$ cat config.mk
export PLATFORM = sky130hd
export DESIGN_NAME = fpu_div_arbiter
export DESIGN_NICKNAME = d
export VERILOG_FILES = /design/src/rtl/fpu_div_arbiter.sv
export SDC_FILE = /design/constraint.sdc
export NUM_CORES = 1
export LEC_CHECK = 0
export CAP_MARGIN = 20
export CORE_AREA = 2 2 203 205
export CTS_BUF_LIST = sky130_fd_sc_hd__clkbuf_4 sky130_fd_sc_hd__clkbuf_8 sky130_fd_sc_hd__clkbuf_16
export DETAILED_ROUTE_END_ITERATION = 16
export DIE_AREA = 0 0 205 207
export HOLD_SLACK_MARGIN = 0.1
export PLACE_DENSITY_LB_ADDON = 0.25
export SLEW_MARGIN = 10
export SYNTH_ARGS = -nofsm -noshare
export SYNTH_HDL_FRONTEND = slang
export SYNTH_SLANG_ARGS = --single-unit
$ cat constraint.sdc
create_clock -name clk -period 1.6 [get_ports clk]
set_input_delay 0.32 -clock clk [delete_from_list [all_inputs] [get_ports clk]]
set_output_delay 0.32 -clock clk [all_outputs]
set_load 0.03 [all_outputs]
$ cat src/rtl/fpu_div_arbiter.sv
// Round-robin arbiter sharing one multi-cycle divider between NUM_REQ FPU
// clients. A granted request is latched, the divider is launched with a
// one-cycle start pulse, and the quotient (or a timeout error) is returned
// to the owner over a valid/ready handshake. Operands are opaque bit vectors.
module fpu_div_arbiter #(
  parameter int NUM_REQ = 2,
  parameter int WIDTH   = 64,
  parameter int TIMEOUT = 255,
  parameter int IDW     = (NUM_REQ > 1) ? $clog2(NUM_REQ) : 1
) (
  input  logic                     clk,
  input  logic                     rst,
  input  logic [NUM_REQ-1:0]       req_valid,
  output logic [NUM_REQ-1:0]       req_ready,
  input  logic [NUM_REQ*WIDTH-1:0] req_a,
  input  logic [NUM_REQ*WIDTH-1:0] req_b,
  output logic [NUM_REQ-1:0]       rsp_valid,
  input  logic [NUM_REQ-1:0]       rsp_ready,
  output logic [WIDTH-1:0]         rsp_result,
  output logic                     rsp_err,
  output logic                     div_start,
  output logic [WIDTH-1:0]         div_a,
  output logic [WIDTH-1:0]         div_b,
  input  logic [WIDTH-1:0]         div_result,
  input  logic                     div_done,
  output logic                     busy,
  output logic [IDW-1:0]           grant_id
);

  localparam int CW = (TIMEOUT > 2) ? $clog2(TIMEOUT) : 1;

  localparam logic [1:0] S_IDLE  = 2'd0;
  localparam logic [1:0] S_ISSUE = 2'd1;
  localparam logic [1:0] S_WAIT  = 2'd2;
  localparam logic [1:0] S_RESP  = 2'd3;

  logic [1:0]       state_q, state_d;
  logic [IDW-1:0]   last_q, last_d;
  logic [IDW-1:0]   grant_q, grant_d;
  logic [CW-1:0]    cnt_q, cnt_d;
  logic [WIDTH-1:0] div_a_q, div_a_d;
  logic [WIDTH-1:0] div_b_q, div_b_d;
  logic [WIDTH-1:0] res_q, res_d;
  logic             err_q, err_d;
  logic             busy_q;
  logic             win_vld;
  logic [IDW-1:0]   win_id;

  // Round-robin search: first valid client after the last completed owner.
  always_comb begin
    win_vld = 1'b0;
    win_id  = '0;
    for (int i = 1; i <= NUM_REQ; i++) begin
      if (!win_vld && req_valid[(int'(last_q) + i) % NUM_REQ]) begin
        win_vld = 1'b1;
        win_id  = IDW'((int'(last_q) + i) % NUM_REQ);
      end
    end
  end

  // Handshake strobes decoded from the state register.
  always_comb begin
    req_ready = '0;
    rsp_valid = '0;
    if (state_q == S_IDLE && win_vld) req_ready[win_id]  = 1'b1;
    if (state_q == S_RESP)            rsp_valid[grant_q] = 1'b1;
  end

  assign div_start  = (state_q == S_ISSUE);
  assign div_a      = div_a_q;
  assign div_b      = div_b_q;
  assign rsp_result = res_q;
  assign rsp_err    = err_q;
  assign busy       = busy_q;
  assign grant_id   = grant_q;

  // Next-state logic for the transaction sequencer and its datapath latches.
  always_comb begin
    state_d = state_q;
    last_d  = last_q;
    grant_d = grant_q;
    cnt_d   = cnt_q;
    div_a_d = div_a_q;
    div_b_d = div_b_q;
    res_d   = res_q;
    err_d   = err_q;
    case (state_q)
      S_IDLE: begin
        if (win_vld) begin
          div_a_d = req_a[int'(win_id)*WIDTH +: WIDTH];
          div_b_d = req_b[int'(win_id)*WIDTH +: WIDTH];
          grant_d = win_id;
          state_d = S_ISSUE;
        end
      end
      S_ISSUE: begin
        cnt_d   = '0;
        state_d = S_WAIT;
      end
      S_WAIT: begin
        // A done in the final watchdog cycle still counts as success.
        if (div_done) begin
          res_d   = div_result;
          err_d   = 1'b0;
          state_d = S_RESP;
        end else if (cnt_q == CW'(TIMEOUT - 1)) begin
          res_d   = '0;
          err_d   = 1'b1;
          state_d = S_RESP;
        end else begin
          cnt_d = cnt_q + 1'b1;
        end
      end
      default: begin
        // Pointer only advances on completion, which keeps grants fair.
        if (rsp_ready[grant_q]) begin
          last_d  = grant_q;
          state_d = S_IDLE;
        end
      end
    endcase
  end

  // State and output registers; reset aborts any transaction in flight.
  always_ff @(posedge clk) begin
    if (rst) begin
      state_q <= S_IDLE;
      last_q  <= IDW'(NUM_REQ - 1);
      grant_q <= '0;
      cnt_q   <= '0;
      div_a_q <= '0;
      div_b_q <= '0;
      res_q   <= '0;
      err_q   <= 1'b0;
      busy_q  <= 1'b0;
    end else begin
      state_q <= state_d;
      last_q  <= last_d;
      grant_q <= grant_d;
      cnt_q   <= cnt_d;
      div_a_q <= div_a_d;
      div_b_q <= div_b_d;
      res_q   <= res_d;
      err_q   <= err_d;
      busy_q  <= (state_d != S_IDLE);
    end
  end

endmodule
Word level (Yosys, flattened, before mapping)

Index checks and enable logic that the tools add are counted.

Add/subtract/negate cells: 3
Order comparisons: 6
Eq/ne operators: 6
Shift operators: 2
Multiplexer cells: 30
Bitwise gates (word level): 3
Reductions and logical operators: 14

Operators with widths:

| cell                                                                  | count |
|---|---|
| 128-bit by 8-bit indexed part select with 64-bit output               | 2 |
| 64-bit 2-to-1 mux                                                     | 2 |
| 1-bit 2-to-1 mux                                                      | 16 |
| 8-bit 2-to-1 mux                                                      | 2 |
| 8-bit case mux with 2 select lines                                    | 1 |
| 2-bit 2-to-1 mux                                                      | 6 |
| 8-bit by 1-bit adder with 8-bit output (second input constant)        | 1 |
| 8-bit == test (second input constant)                                 | 1 |
| 2-bit by 3-bit < comparator with 1-bit output (second input constant) | 2 |
| 2-bit case mux with 3 select lines                                    | 1 |
| 2-bit AND reduction                                                   | 3 |
| 2-bit nonzero test                                                    | 3 |
| 2-bit == test (second input constant)                                 | 2 |
| 1-bit logical AND                                                     | 4 |
| 1-bit by 2-bit < comparator with 1-bit output (second input constant) | 2 |
| 2-bit != test (second input constant)                                 | 2 |
| 3-bit AND reduction                                                   | 1 |
| 3-bit OR reduction                                                    | 1 |
| 1-bit adder (second input constant)                                   | 2 |
| 1-bit AND (first input constant)                                      | 2 |
| 1-bit demux with 1-bit select                                         | 2 |
| 2-bit by 1-bit == test with 1-bit output (second input constant)      | 1 |
| 1-bit greater-or-equal comparator (second input constant)             | 2 |
| 2-bit zero test                                                       | 1 |
| 2 further kinds                                                       | 2 |

Register bits after elaboration: 206
Input port bits: 327
Output and inout port bits: 200
Logic and storage cells: 73

Logic depth before layout (Yosys ltp)

Word-level depth: 14
Gate-level depth with buffers: 8
Mapped depth without buffers: 6

Worst setup path after synthesis

OpenSTA, ideal clock, no wires.

Path kind: flip-flop to flip-flop
Start: register state_q[0]
End: register cnt_q[6]
Library setup time: 0.070 ns
Arrival time: 1.643 ns
Data required time: 1.530 ns
Setup slack: -0.113 ns
Cell stages (with the launch flop): 8
Path buffers: 1
Clock period less this slack: 1.713 ns
Cells stage by stage: dfxtp_1 -> inv_1 -> ha_1 -> nand4_2 -> o21ai_2 -> buf_6 -> or4_1 -> a21oi_1

Longest elaborated chain between the ends: 3

Ends and longest elaborated chain:

| item                                                                      | line | source |
|---|---|---|
| start, declared                                                           | 37   | `logic [1:0] state_q, state_d;` |
| start signal, assigned                                                    | 137  | `state_q <= state_d;` |
| 2-bit == test or 2-bit by 1-bit == test with 1-bit output (tied branches) | 87   | `case (state_q)` |
| 2-bit != test (no line) or 2-bit nonzero test (tied branches)             | -    |  |
| 3-bit AND reduction (no line)                                             | -    |  |
| end signal, assigned                                                      | 140  | `cnt_q <= cnt_d;` |
| end, declared                                                             | 40   | `logic [CW-1:0] cnt_q, cnt_d;` |

Parallel ways exist; a longest one is shown, timed or not.
A chain may end at the register's enable or synchronous reset.

Worst setup path in the final report

Start: register state_q[0]
End: output req_ready[1]

Longest elaborated chain between the ends: 3

Ends and longest elaborated chain:

| item              | line | source |
|---|---|---|
| 2-bit zero test   | 65   | `if (state_q == S_IDLE && win_vld) req_ready[win_id] = 1'b1;` |
| 1-bit logical AND | 65   |  |
| 2-bit 2-to-1 mux  | 65   |  |
| end, declared     | 14   | `output logic [NUM_REQ-1:0] req_ready,` |

Every way passes these cells.

==> summary.md <==
| Metric | Value |
|---|---|
| H-tree depth | 1 |
| Gpl congestion | 0.7949 |
| YS warnings | 0 |
| Io pins | 527 |
| Synth Net Count | 1,082 |
| Slew Limit Headroom | 0.6384 |
| Pre-CTS setup slack | -0.3782 ns |
| Clock skew | 0.01142 ns |
| Syn_area_per_cell | 10.01 µm² |
| Die area | 42,440 µm² |
| Fmax | 542.4 MHz |
| Worst setup margin | -0.2436 ns |
| Register area share after synthesis | 0.5510 |
| Initial drt markers | 890 |
| Max Slew Vio Count | 0 |
| Final Cell Area | 16,340 µm² |
| Clock Sinks | 206 |
| Final setup viols | 209 |
| Top cell type's share of synthesized area | 0.5510 |
| Post-DP HPWL | 24,870 µm |
| Die Y | 207 µm |
| Status | finished with violations |
| CTS tree | yes |
| Cell variety after synth | 35 |
| Post-route minimum period | 1.844 ns |
| RSZ-0062 raised after global routing | yes |
| Core Area | 40,370 µm² |
| Largest cells by area after synthesis | dfxtp_1, a222oi_1, nor2_1 |
| Crit. End Element | output port |
| Initial antenna violation count | 4 |
| Pin count of the biggest net entering global routing | 100 |
| WL/cell | 20.04 µm |
| Post-synth EDFFs | 0 |
| Worst Tran Pin Value | 0.5424 ns |
| Worst setup SP type | register |
| Root Driver | clkbuf_16 |
| Worst-case clock buffer depth | 3 |
| Final period util | 1.152 |
| Site row count | 74 |
| Yosys top cell by area | dfxtp_1 |
| Synth Register Bits | 206 |
| Pleak | 6.291 nW |
| Pre-Repair DR Iteration Count | 8 |
| Routed WL | 37,970 µm |
| R2R Path Start | state_q[0]$_SDFF_PP0_ |
| Count leader, synth | dfxtp_1 |
| WP data arrival | 1.52 ns |
| DRC | 0 |
| Area growth, synth to finish | 118.3% |
| Total number of vias | 8,893 |
| Syn Std Cell Area | 7485 µm² |
| CTS clk-pin slew, worst paths | 0.06 ns |
| Clk_lat worst skew | 0.53 ns |
| Layout cell share with drive strength beyond 1 | 0.2500 |
| Kind of critical path | reg -> out |
| Commonest cells post-synth | dfxtp_1, nor2_1, a222oi_1, a22oi_1, buf_2 |
| Multi-input gate area | 3471 µm² |
| Starting Density | 0.1854 |
| Vias in the first global route | 8,970 |
| Hold/Removal Path Class | in -> reg |
| Fillers | 3,926 |
| Final antenna-violating net count | 0 |
| Final Hold Fails | 0 |
| HP Start | rst |
| Max Cap Violations | 0 |
| Total power | 24.76 mW |
| Post-Syn Instances | 748 |
| Worst VDD drop | 0.8450 mV |
| First-pass GRT wire length | 53,750 µm |
| CTS buffer count | 25 |
| Gr ovfl total | 0 |
| Sequential cell area | 4126 µm² |
| IO buf count | 526 |
| CP required | 1.28 ns |
| Final net count | 1,676 |
| Pwr per Cell Area | 1515 nW/µm² |
| Largest fanout on the critical path | 4 |
| Ys async rst share | 0 |
| Post-synth top flop | dfxtp_1 |
| Die width | 205 µm |
| Failing checks | negative setup slack |
| Dpl cell area | 13,690 µm² |
| Via-per-instance ratio | 4.693 |
| GRT Util Overall | 0.1627 |
| Critical Path Start | state_q[0]$_SDFF_PP0_ |
==> routing by layer <==
layer  part of all wire  global-route usage  vias up  wire length, µm
met3              0.093             0.04814       48             3516
met2               0.52              0.3044      421            19690
met4              0.020             0.04887        2              755
met1               0.37              0.1736     4306            14000
met5            0.00042                   0        -               16
li1                   -                   -     4116                -
==> logic make-up (layout without fill, tap and decap cells) <==
family / after synthesis / after routing / share of synthesized area
other: 0 / 3 / 0
and+or+nand+nor: 226 / 226 / 0.1224
AOI/OAI and AO/OA: 223 / 223 / 0.2613
buffers and inverters: 85 / 697 / 0.05232
DFF: 206 / 206 / 0.5510
muxes: 1 / 1 / 0.001337
adders and majority gates: 7 / 7 / 0.01170
==> cell usage in the layout, fill, tap and decap left out, types with 3 or more instances in the layout <==
| master | n |
|---|---|
| clkdlybuf4s50_1 | 325 |
| inv_1 | 4 |
| clkbuf_16 | 30 |
| clkbuf_8 | 5 |
| buf_12 | 21 |
| nand2_1 | 5 |
| buf_4 | 50 |
| nor2_1 | 195 |
| bufbuf_16 | 8 |
| clkdlybuf4s15_2 | 74 |
| o21ai_0 | 5 |
| ha_4 | 4 |
| dfxtp_1 | 204 |
| clkdlybuf4s15_1 | 88 |
| a222oi_1 | 128 |
| ha_1 | 3 |
| a21oi_1 | 9 |
| diode_2 | 3 |
| a21oi_2 | 3 |
| clkbuf_4 | 3 |
| clkinv_2 | 6 |
| a22oi_2 | 63 |
| bufinv_16 | 4 |
| or3_1 | 3 |
| buf_16 | 14 |
| buf_8 | 7 |
| buf_6 | 22 |
| dlygate4sd2_1 | 30 |
| nand4_1 | 3 |
==> worst max-delay path: stages, from the launching register on <==
cell and delay, ns:
dfxtp_2 0.32, inv_2 0.07, ha_4 0.17, nand2_2 0.07, a21oi_4 0.14, buf_6 0.12
buf_6 0.12
==> final cells by class <==
type                       instances  area share
clock inverter                    12     0.01019
clock buffer                      33     0.04389
antenna                            3   0.0004596
multi-input combinational        457      0.2125
timing repair buffer             646      0.4383
sequential                       206      0.2526
inverter                           6    0.001379
tap                              532     0.04075
==> stage by stage <==
step	TNS, ns	cells	hold slack (ns)	utilization
2_1_floorplan	-0.008015	748	0.4698	-
6_report	-23.61	1895	0.1387	0.4047
3_5_place_dp	-44.68	1788	0.4826	0.3392
5_1_grt	-42.70	1895	0.1372	0.4047
4_1_cts	-28.83	1877	0.1260	0.3959
3_3_place_gp	-39.83	1788	0.4764	0.3392
==> where the power goes <==
part | internal, mW | switching, mW
combinational | 5.70 | 6.04
sequential | 6.28 | 0.695
clock | 3.78 | 2.26
==> sequential cells by signal, indices dropped and copies added (netlist names) <==
| register | cells |
|---|---|
| busy | 1 |
| cnt_q | 8 |
| div_a | 64 |
| div_b | 64 |
| grant_id | 1 |
| last_q | 1 |
| rsp_err | 1 |
| rsp_result | 64 |
| state_q | 2 |
==> timing repair <==
action,in CTS,in global routing
gates resized for setup,563,41
pin swaps,120,38
hold endpoints to repair,0,0
setup endpoints to repair,383,305
buffers inserted,22,14
hold buffers,0,0
gates cloned,22,5
==> path summary, 6_finish.rpt <==
check | endpoint | slack [ns] | cells past startpoint
worst min-delay path | rsp_result[30]$_SDFFE_PP0P_ | 0.14 | 2
worst min register to register | div_b[40]$_SDFFE_PP0P_ | 0.49 | 2
worst max-delay path | req_ready[1] | -0.24 | 6
worst max register to register | rsp_result[7]$_SDFFE_PP0P_ | -0.23 | 11
Note: power is estimated with default switching activity, not from simulation.
